File: config.mk
export PLATFORM = sky130hd
export DESIGN_NAME = switch_sequence_driver
export DESIGN_NICKNAME = d
export VERILOG_FILES = /design/src/rtl/switch_sequence_driver.sv
export SDC_FILE = /design/constraint.sdc
export NUM_CORES = 1
export LEC_CHECK = 0
export CORE_ASPECT_RATIO = 0.8
export CORE_MARGIN = 4
export CORE_UTILIZATION = 54
export CTS_CLUSTER_DIAMETER = 60
export DETAILED_ROUTE_END_ITERATION = 10
export PLACE_DENSITY = 0.89
export SLEW_MARGIN = 30
export SYNTH_ARGS = -nofsm -noshare
export SYNTH_HDL_FRONTEND = slang
export SYNTH_SLANG_ARGS = --single-unit
File: constraint.sdc
create_clock -name counter_clk -period 3 [get_ports counter_clk]
set_input_delay 0.45 -clock counter_clk [delete_from_list [all_inputs] [get_ports counter_clk]]
set_output_delay 0.45 -clock counter_clk [all_outputs]
set_load 0.02 [all_outputs]
File: src/rtl/switch_sequence_driver.sv
// Photonic-switch sequence driver: runs a free count against a small schedule of
// match times, toggling the switch gate on each qualified comparator match.
module switch_sequence_driver #(
    parameter int WIDTH = 7,
    parameter int DEPTH = 8,
    parameter int AW    = 3
) (
    input  logic             counter_clk,
    input  logic             reset,
    input  logic             load_en,
    input  logic [AW-1:0]    load_addr,
    input  logic [WIDTH-1:0] load_data,
    input  logic [AW:0]      num_entries,
    input  logic [WIDTH-1:0] period,
    input  logic             repeat_mode,
    input  logic             start,
    input  logic             stop,
    input  logic             comp,
    output logic [WIDTH-1:0] count,
    output logic [WIDTH-1:0] target,
    output logic             cmp_en,
    output logic             switch_out,
    output logic [AW-1:0]    entry_idx,
    output logic             busy,
    output logic             done
);

    typedef enum logic [1:0] {IDLE, RUN, DONE} state_t;

    state_t           state_reg, state_next;
    logic [WIDTH-1:0] count_reg, count_next;
    logic [AW-1:0]    idx_reg, idx_next;
    logic             sw_reg, sw_next;
    logic             comp_q;
    logic             match;
    logic             at_last;
    logic             sched_we;
    logic             can_start;
    logic [AW:0]      eff_entries;
    logic [WIDTH-1:0] sched [DEPTH];

    assign sched_we = load_en && (state_reg == IDLE);

    // Schedule is plain registers so the asynchronous reset can clear every entry.
    for (genvar gi = 0; gi < DEPTH; gi++) begin : g_sched
        logic [WIDTH-1:0] entry_reg;
        always_ff @(posedge counter_clk or negedge reset) begin
            if (!reset) begin
                entry_reg <= '0;
            end else if (sched_we && (load_addr == AW'(gi))) begin
                entry_reg <= load_data;
            end
        end
        assign sched[gi] = entry_reg;
    end

    assign eff_entries = (num_entries > (AW+1)'(DEPTH)) ? (AW+1)'(DEPTH) : num_entries;
    assign can_start   = start && (eff_entries != '0);
    // ">=" rather than "==" so a length shrunk mid-run still terminates the pass.
    assign at_last     = (({1'b0, idx_reg} + (AW+1)'(1)) >= eff_entries);
    // The comparator holds comp until the next edge; only its rising edge counts.
    assign match       = comp && !comp_q;

    always_comb begin
        state_next = state_reg;
        count_next = count_reg;
        idx_next   = idx_reg;
        sw_next    = sw_reg;
        case (state_reg)
            IDLE, DONE: begin
                if (can_start) begin
                    state_next = RUN;
                    count_next = '0;
                    idx_next   = '0;
                    sw_next    = 1'b0;
                end
            end
            RUN: begin
                count_next = (count_reg == period) ? '0 : count_reg + WIDTH'(1);
                if (match) begin
                    sw_next = !sw_reg;
                    if (!at_last) begin
                        idx_next = idx_reg + AW'(1);
                    end else if (repeat_mode) begin
                        idx_next = '0;
                    end else begin
                        state_next = DONE;
                    end
                end
            end
            default: state_next = IDLE;
        endcase
        if (stop) begin
            state_next = IDLE;
            count_next = '0;
            idx_next   = '0;
            sw_next    = 1'b0;
        end
    end

    always_ff @(posedge counter_clk or negedge reset) begin
        if (!reset) begin
            state_reg <= IDLE;
            count_reg <= '0;
            idx_reg   <= '0;
            sw_reg    <= 1'b0;
            comp_q    <= 1'b0;
        end else begin
            state_reg <= state_next;
            count_reg <= count_next;
            idx_reg   <= idx_next;
            sw_reg    <= sw_next;
            comp_q    <= comp;
        end
    end

    assign count      = count_reg;
    assign target     = sched[idx_reg];
    assign entry_idx  = idx_reg;
    assign switch_out = sw_reg;
    assign busy       = (state_reg == RUN);
    assign cmp_en     = (state_reg == RUN);
    assign done       = (state_reg == DONE);

endmodule

# [Yosys cells after proc, flatten, opt, wreduce, memory -nomap -nowiden]
# Index checks and enable logic that the tools add are counted.
[word_totals] reg_bits=70 inputBits=28 output_inout_bits=21 elab_cells=81
[op_classes] n_addsub=3 order_cmp=3 n_eq_ne=15 muxes=24 bitwise=1 n_reduce_logical=22
[ops] operator="$mux 7" n=5
[ops] operator="$bmux 7 s3" n=1
[ops] operator="$mux 3" n=5
[ops] operator="$pmux 7 s2" n=1
[ops] operator="$eq 3x3->1 const B" n=4
[ops] operator="$logic_and 1x1->1" n=11
[ops] operator="$mux 2" n=5
[ops] operator="$reduce_and 4->1" n=2
[ops] operator="$add 7x1->7 const B" n=1
[ops] operator="$eq 7x7->1" n=1
[ops] operator="$eq 3x2->1 const B" n=2
[ops] operator="$ne 3x2->1 const B" n=2
[ops] operator="$ne 3x3->1 const B" n=2
[ops] operator="$pmux 3 s2" n=1
[ops] operator="$add 3x1->4 const B" n=1
[ops] operator="$ge 4x4->1" n=1
[ops] operator="$ge 4x4->1 const B" n=1
[ops] operator="$gt 4x4->1 const B" n=1
[ops] operator="$mux 4" n=1
[ops] operator="$ne 4x4->1 const B" n=1
[ops] operator="$not 3->4" n=1
[ops] operator="$pmux 2 s2" n=1
[ops] operator="$reduce_bool 4->1" n=1
[ops] operator="$add 3x1->3 const B" n=1
[ops] operator="12 further kinds" n=15

# [Longest topological paths before layout]
# Gate-level depths: netlist (run 1).
[depth] ltp_word=7 mapped_depth=9 depth_no_buf=8

# [Worst setup path after synthesis (run 1)]
# No wires, ideal clock.
[synth_path] path_type="reg2out" start="register idx_reg[0], in the netlist entry_idx[0]" end="output port target[0]" t_arrival_ns=1.873 required_ns=2.550 slack_ns=0.677 stages_incl_launch_ff=5 path_buffers=2 cell_sequence="dfrtp_1 -> buf_2 -> buf_2 -> mux4_2 -> mux2_2"
[synth_between] elab_chain_cells=4
[synth_lines] item="start: declaration" line_no="32" text="logic [AW-1:0] idx_reg, idx_next;"
[synth_lines] item="start signal: assignment" line_no="111" text="idx_reg <= idx_next;"
[synth_lines] item="$not 3->4 (implied by the code)" line_no="118" text="assign target = sched[idx_reg];"
[synth_lines] item="$bmux 7 s3" line_no="118"
[synth_lines] item="$mux 7 (implied by the code) (2 in a row)" line_no="118"
[synth_lines] item="end: declaration" line_no="20" text="output logic [WIDTH-1:0] target,"
# No other way between the ends. The select of a mux whose other input is x is not followed.

# [Final worst setup path (run 1)]
# Same ends and word-level chain as after synthesis.

==> metrics.md, run 1 <==
| Metric | Value |
|---|---|
| Run status | `finished clean` |
| Number of ports placed on the die boundary | `49` |
| Global routing usage summed across all routing layers | `21.9%` |
| Slew at the pin closest to its max-slew limit | `0.822 ns` |
| Buffers from clock root to sink, at most | `2` |
| Cell type of the slowest stage on the worst timing path | `sky130_fd_sc_hd__mux4_2` |
| Worst slew slack as a fraction of its limit | `45.2%` |
| Antenna violation net count after detailed routing | `0` |
| Yosys synthesis warning count | `0` |
| Average vias per placed instance | `5.87` |
| Setup slack, reg-to-reg | `0.57 ns` |
| Share of synthesized registers carrying an async set or reset | `100%` |
| Clock slew at the register clock pins of the worst setup and hold paths | `0.07 ns` |
| Number of core rows | `25` |
| Switching Fraction | `25.8%` |
| Gate count after technology mapping | `246` |
| Fin Clk Skew | `0.00595 ns` |
| Setup TNS after final layout | `0 ns` |
| Primary flip-flop cell chosen by synthesis mapping | `sky130_fd_sc_hd__dfrtp_1` |
| Max_cap viols | `0` |
| RD Place Congestion | `0.796` |
| Number of H-tree branching levels | `3` |
| Reg-to-Reg End | `state_reg[0]` |
| Diodes inserted | `0` |
| Max VDD drop | `443 µV` |
| Routed wire length | `7800 µm` |
| F_max | `356 MHz` |
| Maximum fanout along the worst path | `12` |
| Count of vias placed by the detailed router | `2271` |
| DRC Markers | `0` |
| Number of max-slew violations in the final report | `0` |
| Max reg flops | `56` |
| Total standard cell area after synthesis | `3480 µm²` |
| Global-route wire length before repair | `13000 µm` |
| Detail Placement HPWL | `5260 µm` |
| Initial antenna violation count | `0` |
| Hold Violations, Final | `0` |
| Detailed router's first-iteration violation count | `195` |
| CP endpoint kind | `output pin` |
| CP startpoint kind | `register` |
| Vertical die dimension | `79.8 µm` |
| Number of enable-type register cells in the synthesized netlist | `0` |
| Launching instance or port of the critical path | `entry_idx[0]` |
| CTS tree | `done` |
| Net switching power | `0.000675 W` |
| # setup viols final | `0` |
| Area enclosed by the die boundary | `7800 µm²` |
| Share of the core filled with cells | `70.1%` |
| Most frequent standard cell in the layout excluding fill and tap cells | `sky130_fd_sc_hd__dfrtp_1` |
| Proportion of layout cells with a drive suffix above 1 | `35.0%` |
| Net count of the mapped netlist | `280` |
| Data arrival time of the critical path | `2.36 ns` |
| Path length in cells of the critical path | `4` |
| Maximum number of pins on one net before global-route repair | `67` |
| Combinational share of power | `22.7%` |
| Unrepaired setup endpoints after global routing | `false` |
| Total power per unit cell area | `615 nW/µm²` |
| Part of the total power dissipated in the clock network | `29.1%` |
| Start-to-end type of the worst setup path | `reg -> out` |
| Flop and latch count out of synthesis | `70` |
| Part of the total power dissipated in sequential elements | `48.2%` |
| Post-route minimum period | `2.81 ns` |
| Number of buffers and inverters on the critical path | `2` |
| Internal portion of total power | `0.00194 W` |
| Most used cells in the layout excluding fill and tap cells | `sky130_fd_sc_hd__dfrtp_1 (69), sky130_fd_sc_hd__mux2_2 (65), sky130_fd_sc_hd__clkdlybuf4s50_1 (47)` |
| Post-route cell area | `4250 µm²` |
| Inserted Clock Buffers | `9` |
| Reg2reg start | `entry_idx[1]` |
| Clock root cell | `sky130_fd_sc_hd__clkbuf_8` |
| Number of cells on the worst reg-to-reg path | `8` |
| CP delay by family, top | `multiplexers` |
| Routed wire length per instance | `20.2 µm` |
| Number of I/O port buffers | `48` |
| Met3 usage in global routing | `8.30%` |
| Leakage power summed over all cells | `1.82 nW` |
| Global route hottest layer | `met2` |
| Tightest Hold Check Type | `in -> async` |
| Met2 track demand over resource in global routing | `35.0%` |
| Met1 usage | `28.4%` |
| Mean Syn Cell Area | `14.1 µm²` |
| Final net count | `335` |
| Initial core utilization | `57.3%` |
| Worst hold margin | `0.434 ns` |
| Leftover overflow at the end of global routing | `0` |
| Share of the cycle needed by the critical path after routing | `93.5%` |
| CTS sink count | `70` |
| CP peak stage delay | `0.56 ns` |
| CP Cell Sequence | `buf_4 -> mux4_2 -> mux2_2 -> clkdlybuf4s50_1` |
| TritonRoute pass-1 iters | `5` |
| Number of global-route vias before repair | `2449` |
| Synthesis-to-finish area growth | `22.2%` |
| Yosys cell types | `37` |
| Req. time, crit path | `2.55 ns` |
| Worst-Skew Late Latency | `0.34 ns` |
| Sequential-to-total area share from yosys stat | `50.3%` |
| Std-Cell Core Area | `6070 µm²` |
| Horizontal die dimension | `97.7 µm` |
| Post-place instance area | `4040 µm²` |
| Crit path capture | `target[0]` |
## worst min path at each step
stage	to	slack [ns]	start
after global routing	state_reg[1]	0.45	reset
after floorplan	comp_q	0.15	reset
after CTS	state_reg[0]	0.43	reset
after detailed placement	state_reg[0]	0.27	reset
final	state_reg[0]	0.43	reset
after global placement	state_reg[1]	0.26	reset
## kinds of logic after synthesis
group / after synthesis / synth area share [%]
fa+ha+maj: 6 / 2.16
compound gates: 24 / 5.25
buf+inv: 11 / 1.40
mux: 80 / 30.4
simple gates: 45 / 7.95
xor+xnor: 10 / 2.52
flops: 70 / 50.3
## routing by layer
| layer | wire [µm] | vias up |
|---|---|---|
| met1 | 3470 | 1169 |
| li1 | - | 1029 |
| met5 | 0 | - |
| met4 | 88 | 0 |
| met2 | 3780 | 61 |
| met3 | 467 | 12 |
## worst reg2reg max path, delay by kind of cell, from the launching register on
kind	cells	cell delay [ns]
adder cells (fa/ha/maj)	2	0.60
flip-flops	1	0.58
AO/OA/AOI/OAI	2	0.48
AND/OR/NAND/NOR	3	0.50
XOR/XNOR	1	0.15
## cells in the mapped netlist (3+ instances only)
library cell,number,area share (%)
sky130_fd_sc_hd__a211oi_1,4,0.86
sky130_fd_sc_hd__a22o_1,4,1.0
sky130_fd_sc_hd__and3_1,6,1.1
sky130_fd_sc_hd__buf_2,3,0.43
sky130_fd_sc_hd__clkbuf_1,4,0.43
sky130_fd_sc_hd__dfrtp_1,70,50
sky130_fd_sc_hd__ha_1,6,2.2
sky130_fd_sc_hd__inv_1,3,0.32
sky130_fd_sc_hd__mux2_2,65,21
sky130_fd_sc_hd__mux4_2,14,9.1
sky130_fd_sc_hd__nand2_1,13,1.4
sky130_fd_sc_hd__nor2_1,4,0.43
sky130_fd_sc_hd__nor2b_1,4,0.72
sky130_fd_sc_hd__nor3_1,5,0.72
sky130_fd_sc_hd__o21ai_0,7,1.0
sky130_fd_sc_hd__xor2_1,8,2.0
## repair_timing
action                                  in CTS  in global routing
gates resized for setup                      0                  1
endpoints found under the setup margin       0                  7
setup buffers                                0                  0
hold buffers                                 1                  0
endpoints found under the hold margin        4                  0
## power by group through the flow
| stage | Combinational (W) | Clock, W | Sequential (W) |
|---|---|---|---|
| final | 0.000594 | 0.000760 | 0.00126 |
| after detailed placement | 0.000594 | 0 | 0.00127 |
| after floorplan | 0.000402 | 0 | 0.00123 |
| after global routing | 0.000651 | 0.000825 | 0.00128 |
| after CTS | 0.000601 | 0.000776 | 0.00126 |
| after global placement | 0.000569 | 0 | 0.00126 |
## per-stage QoR
step	setup WS, ns	total power, W	cells
6_report	0.194	0.00261	387
5_1_grt	0.0959	0.00276	387
4_1_cts	0.0872	0.00264	387
3_5_place_dp	0.359	0.00187	370
3_3_place_gp	0.502	0.00182	370
2_1_floorplan	0.677	0.00164	246
## final cells by class
class                      count  area (µm²)
fill                         441        1820
sequential                    70        1750
multi-input combinational    165        1680
timing repair buffer          52         508
clock buffer                  12         155
tap                           81         101
clock inverter                 4        45.0
inverter                       3        11.3
Note: power is estimated with default switching activity, not from simulation.
==> run 2: changes to the inputs <==
--- a/config.mk
+++ b/config.mk
@@ -7,10 +7,11 @@
 export LEC_CHECK = 0
 export CORE_ASPECT_RATIO = 0.8
 export CORE_MARGIN = 4
-export CORE_UTILIZATION = 54
+export CORE_UTILIZATION = 59
 export CTS_CLUSTER_DIAMETER = 60
 export DETAILED_ROUTE_END_ITERATION = 10
-export PLACE_DENSITY = 0.89
+export PLACE_DENSITY = 0.95
+export SKIP_CTS_REPAIR_TIMING = 1
 export SLEW_MARGIN = 30
 export SYNTH_ARGS = -nofsm -noshare
 export SYNTH_HDL_FRONTEND = slang
==> constraint.sdc (replaced) <==
create_clock -name counter_clk -period 3.3 [get_ports counter_clk]
set_input_delay 0.495 -clock counter_clk [delete_from_list [all_inputs] [get_ports counter_clk]]
set_output_delay 0.495 -clock counter_clk [all_outputs]
set_load 0.02 [all_outputs]
==> metrics.md, run 2 (same netlist as run 1, synthesis figures left out) <==
| Metric | Value |
|---|---|
| Reg2reg start | `entry_idx[1]` |
| Share of the cycle needed by the critical path after routing | `93.0%` |
| Synthesis-to-finish area growth | `23.1%` |
| Net switching power | `0.000668 W (-1.0%)` |
| Average vias per placed instance | `6.15 (+4.7%)` |
| Slew at the pin closest to its max-slew limit | `0.818 ns (-0.00380 ns)` |
| CTS sink count | `70 (unchanged)` |
| Storage element area | `1750 µm² (about the same)` |
| Number of max-slew violations in the final report | `0 (unchanged)` |
| Number of H-tree branching levels | `3 (unchanged)` |
| Inserted Clock Buffers | `9 (unchanged)` |
| Area enclosed by the die boundary | `7200 µm² (-7.7%)` |
| Worst hold margin | `0.106 ns (-0.328 ns)` |
| Hold Violations, Final | `0 (unchanged)` |
| Fin Clk Skew | `0.0105 ns (+0.00456 ns)` |
| Multi-input gate area | `1680 µm² (unchanged)` |
| Start-to-end type of the worst setup path | `reg -> out` |
| Buffers from clock root to sink, at most | `2 (unchanged)` |
| Routed wire length per instance | `21.6 µm (+7.3%)` |
| Initial antenna violation count | `0 (unchanged)` |
| Setup slack, reg-to-reg | `0.62 ns (+0.05 ns)` |
| Maximum fanout along the worst path | `11 (-1)` |
| Data arrival time of the critical path | `2.57 ns (+0.21 ns)` |
| F_max | `326 MHz` |
| Routed wire length | `8280 µm (+6.2%)` |
| CTS tree | `done` |
| Max_cap viols | `0 (unchanged)` |
| Global routing usage summed across all routing layers | `25.1% (+3.1 points)` |
| Maximum number of pins on one net before global-route repair | `41 (-39%)` |
| Combinational share of power | `21.9% (-0.8 points)` |
| Antenna violation net count after detailed routing | `0 (unchanged)` |
| Number of global-route vias before repair | `2500 (+2.1%)` |
| TritonRoute pass-1 iters | `4 (-1)` |
| Detailed router's first-iteration violation count | `142 (-27%)` |
| Part of the total power dissipated in the clock network | `32.0% (+2.9 points)` |
| Vertical die dimension | `76.7 µm (-3.9%)` |
| Worst slack at placement | `0.612 ns (+0.254 ns)` |
| Req. time, crit path | `2.80 ns (+0.25 ns)` |
| Number of core rows | `24 (-4.0%)` |
| RD Place Congestion | `0.818 (+2.7%)` |
| Leakage power summed over all cells | `1.82 nW (+0.23%)` |
| Worst-Skew Late Latency | `0.35 ns (about the same)` |
| Reg-to-Reg End | `state_reg[0]` |
| Proportion of layout cells with a drive suffix above 1 | `35.1% (+0.11 points)` |
| Most used cells in the layout excluding fill and tap cells | `sky130_fd_sc_hd__dfrtp_1 (70), sky130_fd_sc_hd__mux2_2 (65), sky130_fd_sc_hd__clkdlybuf4s50_1 (47)` |
| Post-route minimum period | `3.07 ns` |
| Diodes inserted | `0 (unchanged)` |
| Max reg flops | `56 (unchanged)` |
| Max VDD drop | `429 µV (-3.1%)` |
| Internal portion of total power | `0.00183 W (-5.7%)` |
| Horizontal die dimension | `93.9 µm (-4.0%)` |
| Total power per unit cell area | `583 nW/µm² (-5.2%)` |
| Most frequent standard cell in the layout excluding fill and tap cells | `sky130_fd_sc_hd__dfrtp_1` |
| Clock root cell | `sky130_fd_sc_hd__clkbuf_8` |
| Fillers | `360 (-18%)` |
| Post-route cell area | `4280 µm² (+0.71%)` |
| Count of vias placed by the detailed router | `2354 (+3.7%)` |
| Number of ports placed on the die boundary | `49 (unchanged)` |
| Part of the total power dissipated in sequential elements | `46.1% (-2.1 points)` |
| Worst slew slack as a fraction of its limit | `45.5% (+0.25 points)` |
| Detail Placement HPWL | `5310 µm (+0.87%)` |
| Crit path capture | `target[1]` |
| Tightest Hold Check Type | `in -> async` |
| Post-place instance area | `4050 µm² (+0.22%)` |
| Switching Fraction | `26.8% (+0.94 points)` |
| CP startpoint kind | `register` |
| CP endpoint kind | `output pin` |
| Unrepaired setup endpoints after global routing | `false` |
| Fin worst setup slack | `0.232 ns (+0.0389 ns)` |
| # setup viols final | `0 (unchanged)` |
| Clock slew at the register clock pins of the worst setup and hold paths | `0.08 ns (about the same)` |
| Std-Cell Core Area | `5590 µm² (-8.0%)` |
| Number of cells on the worst reg-to-reg path | `8 (unchanged)` |
| Final net count | `334 (-0.30%)` |
| Setup TNS after final layout | `0 ns (unchanged)` |
| DRC Markers | `0 (unchanged)` |
| Global-route wire length before repair | `13400 µm (+3.1%)` |
| Number of I/O port buffers | `48 (unchanged)` |
| Leftover overflow at the end of global routing | `0 (unchanged)` |
| Initial core utilization | `62.3% (+5.0 points)` |
| Run status | `finished clean` |
| Launching instance or port of the critical path | `entry_idx[0]` |
[run 2: cell types whose count changed in the layout (fill, tap and decap cells not counted), sizes merged]
cell / before / now
dlygate4sd3: 1 / 0
bufinv: 1 / 2
clkinv: 3 / 0
clkbuf: 12 / 10
clkinvlp: 0 / 2
inv: 3 / 5
[run 2: worst max-delay path: stages, from the launching register on]
cell and delay (ns):
sky130_fd_sc_hd__dfrtp_1 0.64, sky130_fd_sc_hd__buf_12 0.23, sky130_fd_sc_hd__mux4_2 0.51, sky130_fd_sc_hd__mux2_2 0.29, sky130_fd_sc_hd__clkdlybuf4s50_1 0.54
[run 2: final cells by class]
cell class              count  share of cell area (%)
flip-flops and latches     70                    40.9
multi-input cells         165                    39.2
repair buffers             51                    12.0
clock buffers              10                    3.21
well taps                  78                    2.28
clock inverters             6                    2.16
inverters                   3                   0.263
[run 2: power by group through the flow]
| stage | clock [W] | sequential [W] | combinational (W) |
|---|---|---|---|
| final | 0.000799 | 0.00115 | 0.000547 |
| after detailed placement | 0 | 0.00116 | 0.000541 |
| after global routing | 0.000849 | 0.00117 | 0.000589 |
| after floorplan | 0 | 0.00112 | 0.000365 |
| after global placement | 0 | 0.00115 | 0.000517 |
| after CTS | 0.000807 | 0.00115 | 0.000551 |
[run 2: metal layers]
layer	track usage (%)	vias to the layer above	share of wire, %
met5	0	-	0
met4	9.09	0	1.8
met1	33.3	1212	43
met2	40.0	91	50
li1	-	1034	-
met3	6.36	17	6.1
[run 2: how the worst min path moves through the flow]
stage	start	endpoint	slack, ns	cells past startpoint
after floorplan	reset	comp_q	0.20	0
after global placement	g_sched[2].entry_reg[2]	g_sched[2].entry_reg[2]	0.48	1
after detailed placement	g_sched[6].entry_reg[2]	g_sched[6].entry_reg[2]	0.49	1
after CTS	reset	g_sched[5].entry_reg[2]	0.27	1
after global routing	reset	g_sched[0].entry_reg[2]	0.13	1
final	reset	g_sched[5].entry_reg[2]	0.11	1
[run 2: metrics by stage]
stage,instances,utilization (%),total power [W]
detailed placement,367,72.5,0.00170
floorplan,246,-,0.00149
global route,383,76.7,0.00261
CTS,383,76.6,0.00251
global placement,367,72.5,0.00166
finish,383,76.7,0.00250
==> run 3: changes to the inputs <==
--- a/config.mk
+++ b/config.mk
@@ -10,7 +10,7 @@
 export CORE_UTILIZATION = 59
 export CTS_CLUSTER_DIAMETER = 60
 export DETAILED_ROUTE_END_ITERATION = 10
-export PLACE_DENSITY = 0.95
+export PLACE_DENSITY = 0.85
 export SKIP_CTS_REPAIR_TIMING = 1
 export SLEW_MARGIN = 30
 export SYNTH_ARGS = -nofsm -noshare
==> metrics.md, run 3 (same netlist as run 1, synthesis figures left out) <==
| Metric | Value |
|---|---|
| Net switching power | `0.000629 W (-5.8%)` |
| Area enclosed by the die boundary | `7200 µm² (unchanged)` |
| CTS tree | `done` |
| Fin Clk Skew | `0.00768 ns (-0.00283 ns)` |
| Global-route wire length before repair | `12100 µm (-10%)` |
| Clock root cell | `sky130_fd_sc_hd__clkbuf_8` |
| Count of vias placed by the detailed router | `2256 (-4.2%)` |
| Maximum number of pins on one net before global-route repair | `71 (+73%)` |
| Post-route cell area | `4270 µm² (-0.38%)` |
| Start-to-end type of the worst setup path | `reg -> out` |
| Part of the total power dissipated in sequential elements | `46.5% (+0.4 points)` |
| Maximum fanout along the worst path | `12 (+1)` |
| Max_cap viols | `0 (unchanged)` |
| Horizontal die dimension | `93.9 µm (unchanged)` |
| Internal portion of total power | `0.00182 W (-0.30%)` |
| Std-Cell Core Area | `5590 µm² (unchanged)` |
| Launching instance or port of the critical path | `entry_idx[0]` |
| Number of H-tree branching levels | `3 (unchanged)` |
| F_max | `333 MHz (+2.3%)` |
| Initial core utilization | `62.3% (unchanged)` |
| Max reg flops | `56 (unchanged)` |
| Synthesis-to-finish area growth | `22.6%` |
| Clock slew at the register clock pins of the worst setup and hold paths | `0.08 ns (about the same)` |
| Run status | `finished clean` |
| RD Place Congestion | `0.850 (+3.9%)` |
| Average vias per placed instance | `5.91 (-3.9%)` |
| Number of global-route vias before repair | `2287 (-8.5%)` |
| Req. time, crit path | `2.80 ns (about the same)` |
| Routed wire length | `7490 µm (-9.6%)` |
| Antenna violation net count after detailed routing | `0 (unchanged)` |
| Leakage power summed over all cells | `1.82 nW (about the same)` |
| Total power per unit cell area | `575 nW/µm² (-1.4%)` |
| Leftover overflow at the end of global routing | `0 (unchanged)` |
| Unrepaired setup endpoints after global routing | `false` |
| Data arrival time of the critical path | `2.50 ns (-0.07 ns)` |
| Number of ports placed on the die boundary | `49 (unchanged)` |
| Most used cells in the layout excluding fill and tap cells | `sky130_fd_sc_hd__dfrtp_1 (70), sky130_fd_sc_hd__mux2_2 (65), sky130_fd_sc_hd__clkdlybuf4s50_1 (47)` |
| Buffers from clock root to sink, at most | `2 (unchanged)` |
| Final net count | `333 (-0.30%)` |
| Share of the cycle needed by the critical path after routing | `90.9% (-2.1 points)` |
| CP endpoint kind | `output pin` |
| CTS sink count | `70 (unchanged)` |
| Detailed router's first-iteration violation count | `106 (-25%)` |
| Global routing usage summed across all routing layers | `22.5% (-2.6 points)` |
| Fillers | `382 (+6.1%)` |
| Switching Fraction | `25.7% (-1.1 points)` |
| Number of core rows | `24 (unchanged)` |
| DRC Markers | `0 (unchanged)` |
| Number of I/O port buffers | `48 (unchanged)` |
| Most frequent standard cell in the layout excluding fill and tap cells | `sky130_fd_sc_hd__dfrtp_1` |
| Initial antenna violation count | `0 (unchanged)` |
| Detail Placement HPWL | `4950 µm (-6.7%)` |
| Worst slew slack as a fraction of its limit | `42.5% (-2.9 points)` |
| Post-route minimum period | `3.00 ns (-0.0690 ns)` |
| Diodes inserted | `0 (unchanged)` |
| Setup TNS after final layout | `0 ns (unchanged)` |
| Routed wire length per instance | `19.6 µm (-9.4%)` |
| Post-place instance area | `4040 µm² (-0.19%)` |
| Combinational share of power | `21.7% (-0.2 points)` |
| Max VDD drop | `450 µV (+4.8%)` |
| Hold Violations, Final | `0 (unchanged)` |
| Vertical die dimension | `76.7 µm (unchanged)` |
| Part of the total power dissipated in the clock network | `31.7% (-0.3 points)` |
| TritonRoute pass-1 iters | `4 (unchanged)` |
| Inserted Clock Buffers | `9 (unchanged)` |
| Worst-Skew Late Latency | `0.35 ns (about the same)` |
| Total power consumption of the routed design | `0.00245 W (-1.8%)` |
| Reg2reg start | `entry_idx[1]` |
| # setup viols final | `0 (unchanged)` |
| Slew at the pin closest to its max-slew limit | `0.862 ns (+0.0442 ns)` |
| Tightest Hold Check Type | `in -> async` |
| Proportion of layout cells with a drive suffix above 1 | `34.5% (-0.54 points)` |
| Number of max-slew violations in the final report | `0 (unchanged)` |
| CP startpoint kind | `register` |
==> run 3: worst max-delay path, stage by stage (launching register included) <==
cell,delay (ns)
sky130_fd_sc_hd__dfrtp_1,0.59
sky130_fd_sc_hd__buf_12,0.22
sky130_fd_sc_hd__mux4_2,0.51
sky130_fd_sc_hd__mux2_2,0.28
sky130_fd_sc_hd__clkdlybuf4s50_1,0.55
==> run 3: per-stage QoR <==
step	worst slack (ns)	hold slack [ns]	instances	utilization, %
6_report	0.301	0.326	382	76.4
3_3_place_gp	0.685	0.483	366	72.4
3_5_place_dp	0.621	0.490	366	72.4
2_1_floorplan	0.932	0.199	246	-
4_1_cts	0.271	0.347	382	76.4
5_1_grt	0.181	0.384	382	76.4
==> run 3: final cells by class <==
class                           instances  area, µm²  share of cell area, %
Clock buffer                           11        141                   3.31
Clock inverter                          5       82.6                   1.94
Inverter                                3       11.3                  0.264
Multi-Input combinational cell        165       1680                   39.4
Sequential cell                        70       1750                   41.1
Tap cell                               78       97.6                   2.29
Timing Repair Buffer                   50        503                   11.8
==> run 3: path summary, 6_finish.rpt <==
check                                     endpoint  slack, ns  cells after the start
max                                      target[2]       0.30                      4
min                        g_sched[4].entry_reg[6]       0.33                      2
max reg2reg                           state_reg[0]       0.56                      8
min reg2reg                g_sched[2].entry_reg[0]       0.50                      1
max in group asynchronous  g_sched[4].entry_reg[4]       2.41                      2
min in group counter_clk   g_sched[2].entry_reg[0]       0.50                      1
==> run 3: power groups by stage <==
stage | Sequential, W | Combinational (W) | Clock [W]
after CTS | 0.00114 | 0.000539 | 0.000798
after global placement | 0.00115 | 0.000516 | 0
after detailed placement | 0.00115 | 0.000534 | 0
final | 0.00114 | 0.000533 | 0.000779
after global routing | 0.00116 | 0.000580 | 0.000822
after floorplan | 0.00112 | 0.000365 | 0
==> run 3: routing by layer <==
metal  vias to the layer above  GRT usage [%]  part of all wire, %
li1                       1032              -                    -
met1                      1147           31.6                   47
met2                        62           33.5                   46
met3                        15           6.75                  4.9
met4                         0           7.79                  1.9
met5                         -              0                    0
